`config.mk`:
```
export PLATFORM = sky130hd
export DESIGN_NAME = envelope_limiter
export DESIGN_NICKNAME = d
export VERILOG_FILES = /design/src/rtl/limiter_pkg.sv /design/src/rtl/serial_divider.sv /design/src/rtl/envelope_limiter.sv
export SDC_FILE = /design/constraint.sdc
export NUM_CORES = 1
export LEC_CHECK = 0
export ABC_CLOCK_PERIOD_IN_PS = 9700
export BUFFER_PORTS_ARGS = -buffer_cell sky130_fd_sc_hd__buf_2
export CORE_MARGIN = 5
export CORE_UTILIZATION = 30
export CTS_BUF_LIST = sky130_fd_sc_hd__clkbuf_8
export CTS_CLUSTER_DIAMETER = 50
export DETAILED_ROUTE_END_ITERATION = 7
export GPL_TIMING_DRIVEN = 0
export PLACE_DENSITY = 0.4
export SLEW_MARGIN = 30
export SYNTH_ARGS = -nofsm -noshare
export SYNTH_HDL_FRONTEND = slang
export SYNTH_HIERARCHICAL = 1
export SYNTH_SLANG_ARGS = --single-unit
```
`constraint.sdc`:
```
create_clock -name clk -period 9.7 [get_ports clk]
set_input_delay 0.97 -clock clk [delete_from_list [all_inputs] [get_ports clk]]
set_output_delay 0.97 -clock clk [all_outputs]
set_load 0.01 [all_outputs]
```
`src/rtl/limiter_pkg.sv`:
```
// rtl/limiter_pkg.sv - shared types, constants and saturation helper for the envelope limiter
package limiter_pkg;

  typedef shortint sample_t;
  typedef logic [2:0] state_t;

  localparam int Q_BITS = 12;
  localparam logic [15:0] UNITY = 16'(1 << Q_BITS);
  localparam int DIV_CYCLES = 16;

  localparam state_t IDLE   = 3'd0;
  localparam state_t ENV    = 3'd1;
  localparam state_t DIV    = 3'd2;
  localparam state_t APPLY  = 3'd3;
  localparam state_t MAKEUP = 3'd4;
  localparam state_t OUT    = 3'd5;

  function automatic sample_t sat16(input logic signed [33:0] v);
    if (v > 34'sd32767) return 16'sh7fff;
    if (v < -34'sd32768) return 16'sh8000;
    return sample_t'(v[15:0]);
  endfunction

endpackage

```
`src/rtl/serial_divider.sv`:
```
// rtl/serial_divider.sv - unsigned restoring divider, one quotient bit per cycle
module serial_divider
  import limiter_pkg::*;
(
  input  logic        clk,
  input  logic        rst,
  input  logic        start,
  input  logic [31:0] dividend,
  input  logic [15:0] divisor,
  output logic [15:0] quotient,
  output logic        done
);

  logic [15:0] rem;
  logic [15:0] low;
  logic [15:0] div_q;
  logic [4:0]  count;
  logic        busy;
  logic [16:0] trial;
  logic        fits;

  // Only the low 16 quotient bits are produced, so the caller must keep
  // dividend[31:16] below the divisor.
  assign trial = {rem, low[15]};
  assign fits  = trial >= {1'b0, div_q};
  assign done  = busy && (count == 5'(DIV_CYCLES - 1));

  always_ff @(posedge clk) begin
    if (rst) begin
      busy     <= 1'b0;
      count    <= '0;
      rem      <= '0;
      low      <= '0;
      div_q    <= '0;
      quotient <= '0;
    end else if (start) begin
      busy     <= 1'b1;
      count    <= '0;
      rem      <= dividend[31:16];
      low      <= dividend[15:0];
      div_q    <= divisor;
      quotient <= '0;
    end else if (busy) begin
      rem      <= fits ? 16'(trial - {1'b0, div_q}) : trial[15:0];
      low      <= {low[14:0], 1'b0};
      quotient <= {quotient[14:0], fits};
      count    <= count + 5'd1;
      if (done) busy <= 1'b0;
    end
  end

endmodule

```
`src/rtl/envelope_limiter.sv`:
```
// rtl/envelope_limiter.sv - peak-envelope limiter with serial gain divide; LIMITER_MAKEUP_EN adds makeup gain
module envelope_limiter
  import limiter_pkg::*;
#(
  parameter int bits_per_level = Q_BITS,
  parameter int ATTACK_SHIFT   = 2,
  parameter int RELEASE_SHIFT  = 8
) (
  input  logic        clk,
  input  logic        rst,
  input  logic [15:0] in_sample,
  input  logic        in_valid,
  output logic        in_ready,
  input  logic [15:0] threshold,
  output logic [15:0] out_sample,
  output logic        out_valid,
  input  logic        out_ready
`ifdef LIMITER_MAKEUP_EN
  ,
  input  logic [15:0] makeup
`endif
);

  localparam logic [15:0] unity_gain = 16'(1 << bits_per_level);

  state_t      state;
  sample_t     x_q;
  logic [15:0] thr_q;
  logic [15:0] env;
  logic        bypass;
  sample_t     out_q;

  logic [15:0]        abs_x;
  logic signed [16:0] diff;
  logic signed [16:0] step;
  logic signed [17:0] env_sum;
  logic [15:0]        env_next;
  logic               bypass_now;

  logic        div_start;
  logic [15:0] div_quotient;
  logic        div_done;

  logic [15:0]        gain;
  logic signed [33:0] prod;
  logic signed [33:0] scaled;
  sample_t            y_apply;

  assign in_ready   = (state == IDLE);
  assign out_valid  = (state == OUT);
  assign out_sample = out_q;

  // Envelope update; the new value also decides the gain path this sample.
  always_comb begin
    abs_x = '0;
    if (x_q == 16'sh8000) abs_x = 16'h7fff;
    else if (x_q < 0)     abs_x = 16'(-x_q);
    else                  abs_x = 16'(x_q);
    diff = $signed({1'b0, abs_x}) - $signed({1'b0, env});
    step = (abs_x > env) ? (diff >>> ATTACK_SHIFT) : (diff >>> RELEASE_SHIFT);
    env_sum = $signed({2'b00, env}) + $signed({step[16], step});
    if (env_sum < 0)               env_next = '0;
    else if (env_sum > 18'sd32767) env_next = 16'h7fff;
    else                           env_next = env_sum[15:0];
  end

  assign bypass_now = (env_next <= thr_q);
  assign div_start  = (state == ENV) && !bypass_now;

  serial_divider u_div (
    .clk      (clk),
    .rst      (rst),
    .start    (div_start),
    .dividend ({16'd0, thr_q} << bits_per_level),
    .divisor  (env_next),
    .quotient (div_quotient),
    .done     (div_done)
  );

  assign gain    = bypass ? unity_gain : div_quotient;
  assign prod    = $signed({{18{x_q[15]}}, x_q}) * $signed({18'd0, gain});
  assign scaled  = prod >>> bits_per_level;
  assign y_apply = sat16(scaled);

`ifdef LIMITER_MAKEUP_EN
  sample_t            y_q;
  logic [15:0]        mk_q;
  logic signed [33:0] mk_prod;
  logic signed [33:0] mk_scaled;

  assign mk_prod   = $signed({{18{y_q[15]}}, y_q}) * $signed({{18{mk_q[15]}}, mk_q});
  assign mk_scaled = mk_prod >>> bits_per_level;

  always_ff @(posedge clk) begin
    if (rst) begin
      y_q  <= '0;
      mk_q <= '0;
    end else begin
      if (in_valid && in_ready) mk_q <= makeup;
      if (state == APPLY)       y_q  <= y_apply;
    end
  end
`endif

  always_ff @(posedge clk) begin
    if (rst) begin
      state  <= IDLE;
      x_q    <= '0;
      thr_q  <= 16'd1;
      env    <= '0;
      bypass <= 1'b0;
      out_q  <= '0;
    end else begin
      case (state)
        IDLE: begin
          if (in_valid) begin
            x_q   <= in_sample;
            thr_q <= ($signed(threshold) < 16'sd1) ? 16'd1 : threshold;
            state <= ENV;
          end
        end
        ENV: begin
          env    <= env_next;
          bypass <= bypass_now;
          state  <= bypass_now ? APPLY : DIV;
        end
        DIV: begin
          if (div_done) state <= APPLY;
        end
        APPLY: begin
`ifdef LIMITER_MAKEUP_EN
          state <= MAKEUP;
`else
          out_q <= y_apply;
          state <= OUT;
`endif
        end
`ifdef LIMITER_MAKEUP_EN
        MAKEUP: begin
          out_q <= sat16(mk_scaled);
          state <= OUT;
        end
`endif
        OUT: begin
          if (out_ready) state <= IDLE;
        end
        default: state <= IDLE;
      endcase
    end
  end

endmodule

```
; ---- Word level (Yosys, flattened, before mapping)
; Index checks and enable logic that the tools add are counted.
[totals]
register_bits = 126
input_bits = 36
output_inout_bits = 18
wordCells = 72
[op_classes]
addsub = 5
n_mul = 1
order_cmp = 9
n_eq_ne = 9
muxes = 27
reduce_logical = 8
[ops]
columns = cell, n
row1 = two-way mux 16 bit, 12
row2 = multiplier 16 x 17 -> 33 bit, 1
row3 = two-way mux 12 bit, 2
row4 = greater-than comparator 21 x 16 -> 1 bit (second input constant), 1
row5 = < comparator 21 x 16 -> 1 bit (second input constant), 1
row6 = adder 17 x 15 -> 18 bit, 1
row7 = greater-than comparator 18 x 16 -> 1 bit (second input constant), 1
row8 = < comparator 18 x 1 -> 1 bit (second input constant), 1
row9 = greater-or-equal comparator 17 x 16 -> 1 bit, 1
row10 = subtractor 16 x 16 -> 17 bit, 1
row11 = == test 16 bit (second input constant), 1
row12 = greater-than comparator 16 bit, 1
row13 = <= comparator 16 bit, 1
row14 = < comparator 16 x 1 -> 1 bit (second input constant), 1
row15 = < comparator 16 x 2 -> 1 bit (second input constant), 1
row16 = negator 16 bit, 1
row17 = subtractor 16 bit, 1
row18 = two-way mux 15 bit, 1
row19 = one-hot mux 3 bit (5 select lines), 1
row20 = two-way mux 14 bit, 1
row21 = two-way mux 3 bit, 3
row22 = two-way mux 1 bit, 7
row23 = == test 3 x 2 -> 1 bit (second input constant), 2
row24 = adder 5 x 1 -> 5 bit (second input constant), 1
row25 = other kinds (12), 14

; ---- Logic depth before layout (Yosys ltp)
[logic_depth]
word_depth = 13
ltp_mapped = 48
ltp_nobuf = 42

; ---- Hierarchy
; Netlist, hierarchy kept.
[modules_own_cells]
columns = mod, instances, cells_each, area_each_um2, seq_area_each_um2
row1 = envelope_limiter, 1, 1693, 13809.5, 1361.3
row2 = serial_divider, 1, 417, 3707.3, 1401.3

; ---- Worst setup path before layout
; Ideal clock, no wire load.
[synth_timing]
path_kind = flip-flop to flip-flop
startpoint = register x_q[1] in the netlist's numbering
endpoint = register u_div.div_q[10]
setup_ns = 0.128
arrival_time_ns = 8.796
required_time_ns = 9.572
slack_ns = 0.777
path_stages_with_launch = 46
n_path_buf = 7
synth_period_minus_slack_ns = 8.923
path_cell_list = dfxtp_1 -> clkbuf_1 -> inv_1 -> ha_1 -> nand3b_1 -> nor3_1 -> nand4_1 -> clkbuf_1 -> o211ai_1 -> ha_1 -> nor2b_1 -> o21a_1 -> o21ai_0 -> a21oi_1 -> a21o_1 -> a2111o_1 -> clkbuf_1 -> inv_1 -> [... 10 more ...] -> o22ai_1 -> clkbuf_1 -> clkbuf_1 -> a21oi_1 -> ha_1 -> nand3_1 -> o221ai_1 -> a21o_1 -> a21o_1 -> a21oi_1 -> o21ai_0 -> a21o_1 -> a21oi_1 -> nor3b_1 -> clkbuf_1 -> clkbuf_1 -> mux2i_1 -> nor2_1
[synth_between]
elab_chain_len = 12
elab_cells_between_ends = 16
[synth_lines]
columns = element, line
row1 = from (decl), envelope_limiter.sv:27  ; sample_t x_q;
row2 = from (signal assigned), envelope_limiter.sv:117  ; x_q <= in_sample;
row3 = negator 16 bit or < comparator 16 x 1 -> 1 bit (tied branches), envelope_limiter.sv:57  ; else if (x_q < 0) abs_x = 16'(-x_q);
row4 = two-way mux 16 bit, envelope_limiter.sv:57
row5 = two-way mux 16 bit (*), envelope_limiter.sv:56  ; if (x_q == 16'sh8000) abs_x = 16'h7fff;
row6 = subtractor 16 x 16 -> 17 bit or greater-than comparator 16 bit (tied branches), "envelope_limiter.sv:59, envelope_limiter.sv:60"
row7 = two-way mux 14 bit, envelope_limiter.sv:60  ; step = (abs_x > env) ? (diff >>> ATTACK_SHIFT) : (diff >>> RELEASE_SHIFT);
row8 = adder 17 x 15 -> 18 bit (*), envelope_limiter.sv:61  ; env_sum = $signed({2'b00, env}) + $signed({step[16], step});
row9 = greater-than comparator 18 x 16 -> 1 bit, envelope_limiter.sv:63  ; else if (env_sum > 18'sd32767) env_next = 16'h7fff;
row10 = two-way mux 16 bit, envelope_limiter.sv:63
row11 = two-way mux 16 bit (*), envelope_limiter.sv:62  ; if (env_sum < 0) env_next = '0;
row12 = via env_next[2], envelope_limiter.sv:37  ; logic [15:0] env_next;
row13 = <= comparator 16 bit (*), envelope_limiter.sv:67  ; assign bypass_now = (env_next <= thr_q);
row14 = logical NOT 1 bit (*), envelope_limiter.sv:68  ; assign div_start = (state == ENV) && !bypass_now;
row15 = logical AND 1 bit (*), envelope_limiter.sv:68
row16 = via div_start, envelope_limiter.sv:40  ; logic div_start;
row17 = to (signal assigned), serial_divider.sv:41  ; div_q <= divisor;
row18 = to (decl), serial_divider.sv:16  ; logic [15:0] div_q;
; Mark *: on every way through the listed nets, which the timed path passes. The rest lies on a longest branch.
; A chain may end at the register's enable or synchronous reset.

; ---- Final worst setup path
[layout_timing]
startpoint = register x_q[0] in the netlist's numbering
endpoint = register u_div.rem[14]
[layout_between]
elab_chain_len = 13
elab_cells_between_ends = 17
[layout_lines]
columns = element, line
row1 = negator 16 bit or < comparator 16 x 1 -> 1 bit (tied branches), envelope_limiter.sv:57
row2 = two-way mux 16 bit, envelope_limiter.sv:57
row3 = two-way mux 16 bit (*), envelope_limiter.sv:56
row4 = subtractor 16 x 16 -> 17 bit or greater-than comparator 16 bit (tied branches), "envelope_limiter.sv:59, envelope_limiter.sv:60"
row5 = two-way mux 14 bit, envelope_limiter.sv:60
row6 = adder 17 x 15 -> 18 bit (*), envelope_limiter.sv:61
row7 = greater-than comparator 18 x 16 -> 1 bit, envelope_limiter.sv:63
row8 = two-way mux 16 bit, envelope_limiter.sv:63
row9 = two-way mux 16 bit (*), envelope_limiter.sv:62
row10 = via env_next[9], envelope_limiter.sv:37
row11 = <= comparator 16 bit (*), envelope_limiter.sv:67
row12 = logical NOT 1 bit (*), envelope_limiter.sv:68
row13 = logical AND 1 bit (*), envelope_limiter.sv:68
row14 = via div_start, envelope_limiter.sv:40
row15 = OR reduction 2 bit (no line) (*), n/a
row16 = to (signal assigned), serial_divider.sv:39  ; rem <= dividend[31:16];
row17 = to (signal assigned), serial_divider.sv:44  ; rem <= fits ? 16'(trial - {1'b0, div_q}) : trial[15:0];
row18 = to (decl), serial_divider.sv:14  ; logic [15:0] rem;
; Marks and branches as above.

==> metrics.txt <==
ANT nets after route=0; reg2reg end=u_div/rem[14]; area share of the leading cell type in the synthesized netlist=0.223; I/O Buffers=53; Global Route met3 Usage=0.0297; PD cells=313 nW/um^2; crit share post-route=0.944; Max-slew headroom=0.339; post-DP HPWL=46,100 um; Critical Path Start Type=register; critical path's slowest cell=a2111o_2; number of flops mapped to enable cells by yosys=0; row count=88; initial antenna violation count=2; VDD IR max=0.266 mV; Setup crit end=u_div/rem[14]; #FFs+latches synth=138; Leak=9.20 nW; post-synthesis xor/xnor area fraction=0.0355; r2r setup slk=0.54 ns; fin. max-slew vios=0; Min-Delay Path Class=reg -> reg; clock root cell=clkbuf_8; vias in the first global route=15,100; pin count of the biggest net entering global routing=17; Logic pwr share=0.787; # DRC=0; area delta synth->final=11.4%; GP Congestion=0.832; Synth Area in Simple Gates=0.183; post-synthesis sequential area ratio=0.158; Sw Share=0.522; Syn Area/Cell=8.30 um^2; Worst setup startpoint=x_q[0]; Yosys warnings=6; reg2reg start=x_q[0]; Post-Syn Instances=2,110; clock slew at reported path FFs=0.09 ns; Final Net Count=2,632; top post-synthesis cells by area=fa_1 (22%), dfxtp_1 (16%), ha_1 (14%); DIE AREA=63,300 um^2; outcome=finished, final reports clean; top_reg_cell synth=dfxtp_1; Iteration-0 DRC Markers=701; CTS tree=yes; CP Capture Type=register; Post-Synth Adder-Cell Area=0.358; Switch Pwr=3.19 mW; clk buf depth=2; layout cells sized above 1=0.0809; Worst Hold Depth=2; part of the power in the clock network=0.087; GRT overflow=0; WP data arrival=9.60 ns; fmax=109 MHz; DIE WIDTH=252 um; Antenna Cells=0; WL/cell=18.6 um; CP max FO=10; skew final=0.0176 ns; critical path class=reg -> reg; Commonest cells post-synth=inv_1 (302), nand2_1 (289), fa_1 (195); ys async rst share=0; GRT Max-Usage Layer=met2; Clk Latency, worst-skew pair=0.53 ns; Setup violations, final=0; wire length of the first global-routing pass=88,300 um; Final Util=0.338; synthesized area=17,500 um^2; Vias/cell=4.84; most frequent cell after synthesis=inv_1; DR vias=14,500; Flop pwr share=0.126; mux cell area share after synthesis=0.0361; final WL=55,500 um; Post-CTS Hold Buffers=0; Worst-Margin Slew=0.990 ns; Max stage delay on crit path=0.54 ns; CTS Buf Count=17; CP dominant cell by count=a21o_1; leading area contributor after synthesis=fa_1; router iterations before antenna repair=5; max-cap viol count=0; core region area=57,800 um^2; CTS HTree Levels=4; I/O pin count=54; Final Critical Period=9.16 ns; CTS Sinks=138; met1 usage=0.258; pre-CTS setup slack=-1.95 ns; height of the die=252 um; CP Data Required Time=10.14 ns; setup ws final=0.544 ns; largest family of logic cells by synthesized area=adder cells; P_int=2.92 mW; Reg2Reg Depth=46; gr usage total=0.179; Unique masters post-synth=75; Initial Utilization=0.303; met2 usage=0.281; post-synthesis compound-gate area fraction=0.139; Final Hold Fails=0
## layout by cell type, fill, tap and decap left out, drive strengths merged, types with 6 or more instances in the layout
| cell | n |
|---|---|
| and2b | 6 |
| a211oi | 26 |
| nor3 | 22 |
| nand2 | 289 |
| conb | 18 |
| a22o | 13 |
| a22oi | 17 |
| a21oi | 133 |
| clkinv | 6 |
| nand2b | 18 |
| inv | 306 |
| xor2 | 33 |
| fa | 195 |
| dfxtp | 138 |
| mux2i | 62 |
| o211ai | 6 |
| and3 | 7 |
| nand4 | 22 |
| o22ai | 17 |
| o21bai | 9 |
| clkbuf | 103 |
| xnor2 | 38 |
| and2 | 100 |
| nor2 | 129 |
| nand3 | 15 |
| buf | 90 |
| nor2b | 21 |
| a21o | 36 |
| o21ai | 46 |
| o41ai | 6 |
| nor4 | 10 |
| o21a | 15 |
| ha | 189 |
| nand3b | 17 |
## how the worst min path moves through the flow
stage | start | to | slack (ns)
after floorplan | thr_q[1] | thr_q[1] | 0.44
after global placement | thr_q[1] | thr_q[1] | 0.47
after detailed placement | thr_q[1] | thr_q[1] | 0.47
after CTS | thr_q[1] | thr_q[1] | 0.49
after global routing | thr_q[9] | thr_q[9] | 0.51
final | thr_q[1] | thr_q[1] | 0.48
## registers in the layout, summed over array words and instances (netlist names)
register        flops
env                16
out_sample         16
thr_q              16
u_div/div_q        16
u_div/low          16
u_div/quotient     16
u_div/rem          16
x_q                16
u_div/count         5
state               3
bypass              1
u_div/busy          1
## layer usage
metal | part of all wire | routed length, um | up-vias
met3 | 0.032 | 1800 | 51
met1 | 0.50 | 27800 | 7136
met5 | 0 | 0 | -
met4 | 0.020 | 1090 | 0
li1 | - | - | 7083
met2 | 0.45 | 24800 | 216
## kinds of logic after synthesis
| kind of cell | after synthesis |
|---|---|
| AND/OR/NAND/NOR | 677 |
| AO/OA/AOI/OAI | 363 |
| multiplexers | 63 |
| flip-flops | 138 |
| adder cells (fa/ha/maj) | 384 |
| XOR/XNOR | 71 |
| other | 1 |
| buffers and inverters | 413 |
## repair_timing
item / 4_1_cts / 5_1_grt
cloned: 0 / 0
gates resized for setup: 34 / 39
buffers inserted: 7 / 9
pin swaps: 4 / 8
setup endpoints to repair: 72 / 72
## metrics by stage
stage / hold WS [ns] / power [mW] / std cells / setup TNS [ns] / cell area (um^2)
floorplan: 0.445 / 4.05 / 2127 / 0 / 17600
global placement: 0.474 / 5.25 / 2945 / -126.78 / 18800
detailed placement: 0.472 / 5.25 / 2945 / -103.55 / 18800
CTS: 0.485 / 5.97 / 2981 / 0 / 19400
global route: 0.511 / 6.73 / 2990 / -0.110 / 19500
finish: 0.484 / 6.12 / 2990 / 0 / 19500
## power groups by stage
stage,clock (mW),combinational [mW],sequential (mW)
CTS,0.554,4.64,0.769
detailed placement,0,4.47,0.775
finish,0.531,4.82,0.770
global placement,0,4.47,0.775
global route,0.577,5.36,0.783
floorplan,0,3.30,0.750
## layout make-up
cell class	instances	area, um^2
fillers	6233	38300
multi-input cells	1576	13300
flip-flops and latches	138	2760
inverters	303	1140
well taps	765	957
plain buffers	107	492
repair buffers	69	385
clock buffers	17	234
clock inverters	15	191
## critical path, delay by kind of cell, from the launching register on
family                     cells  cell delay [ns]
DFF                            1             0.30
adders and majority gates      4             1.21
AOI/OAI and AO/OA             26             4.84
muxes                          1             0.37
buffers and inverters          8             1.31
and+or+nand+nor                7             1.00
Power figures use the tool's default switching activity.
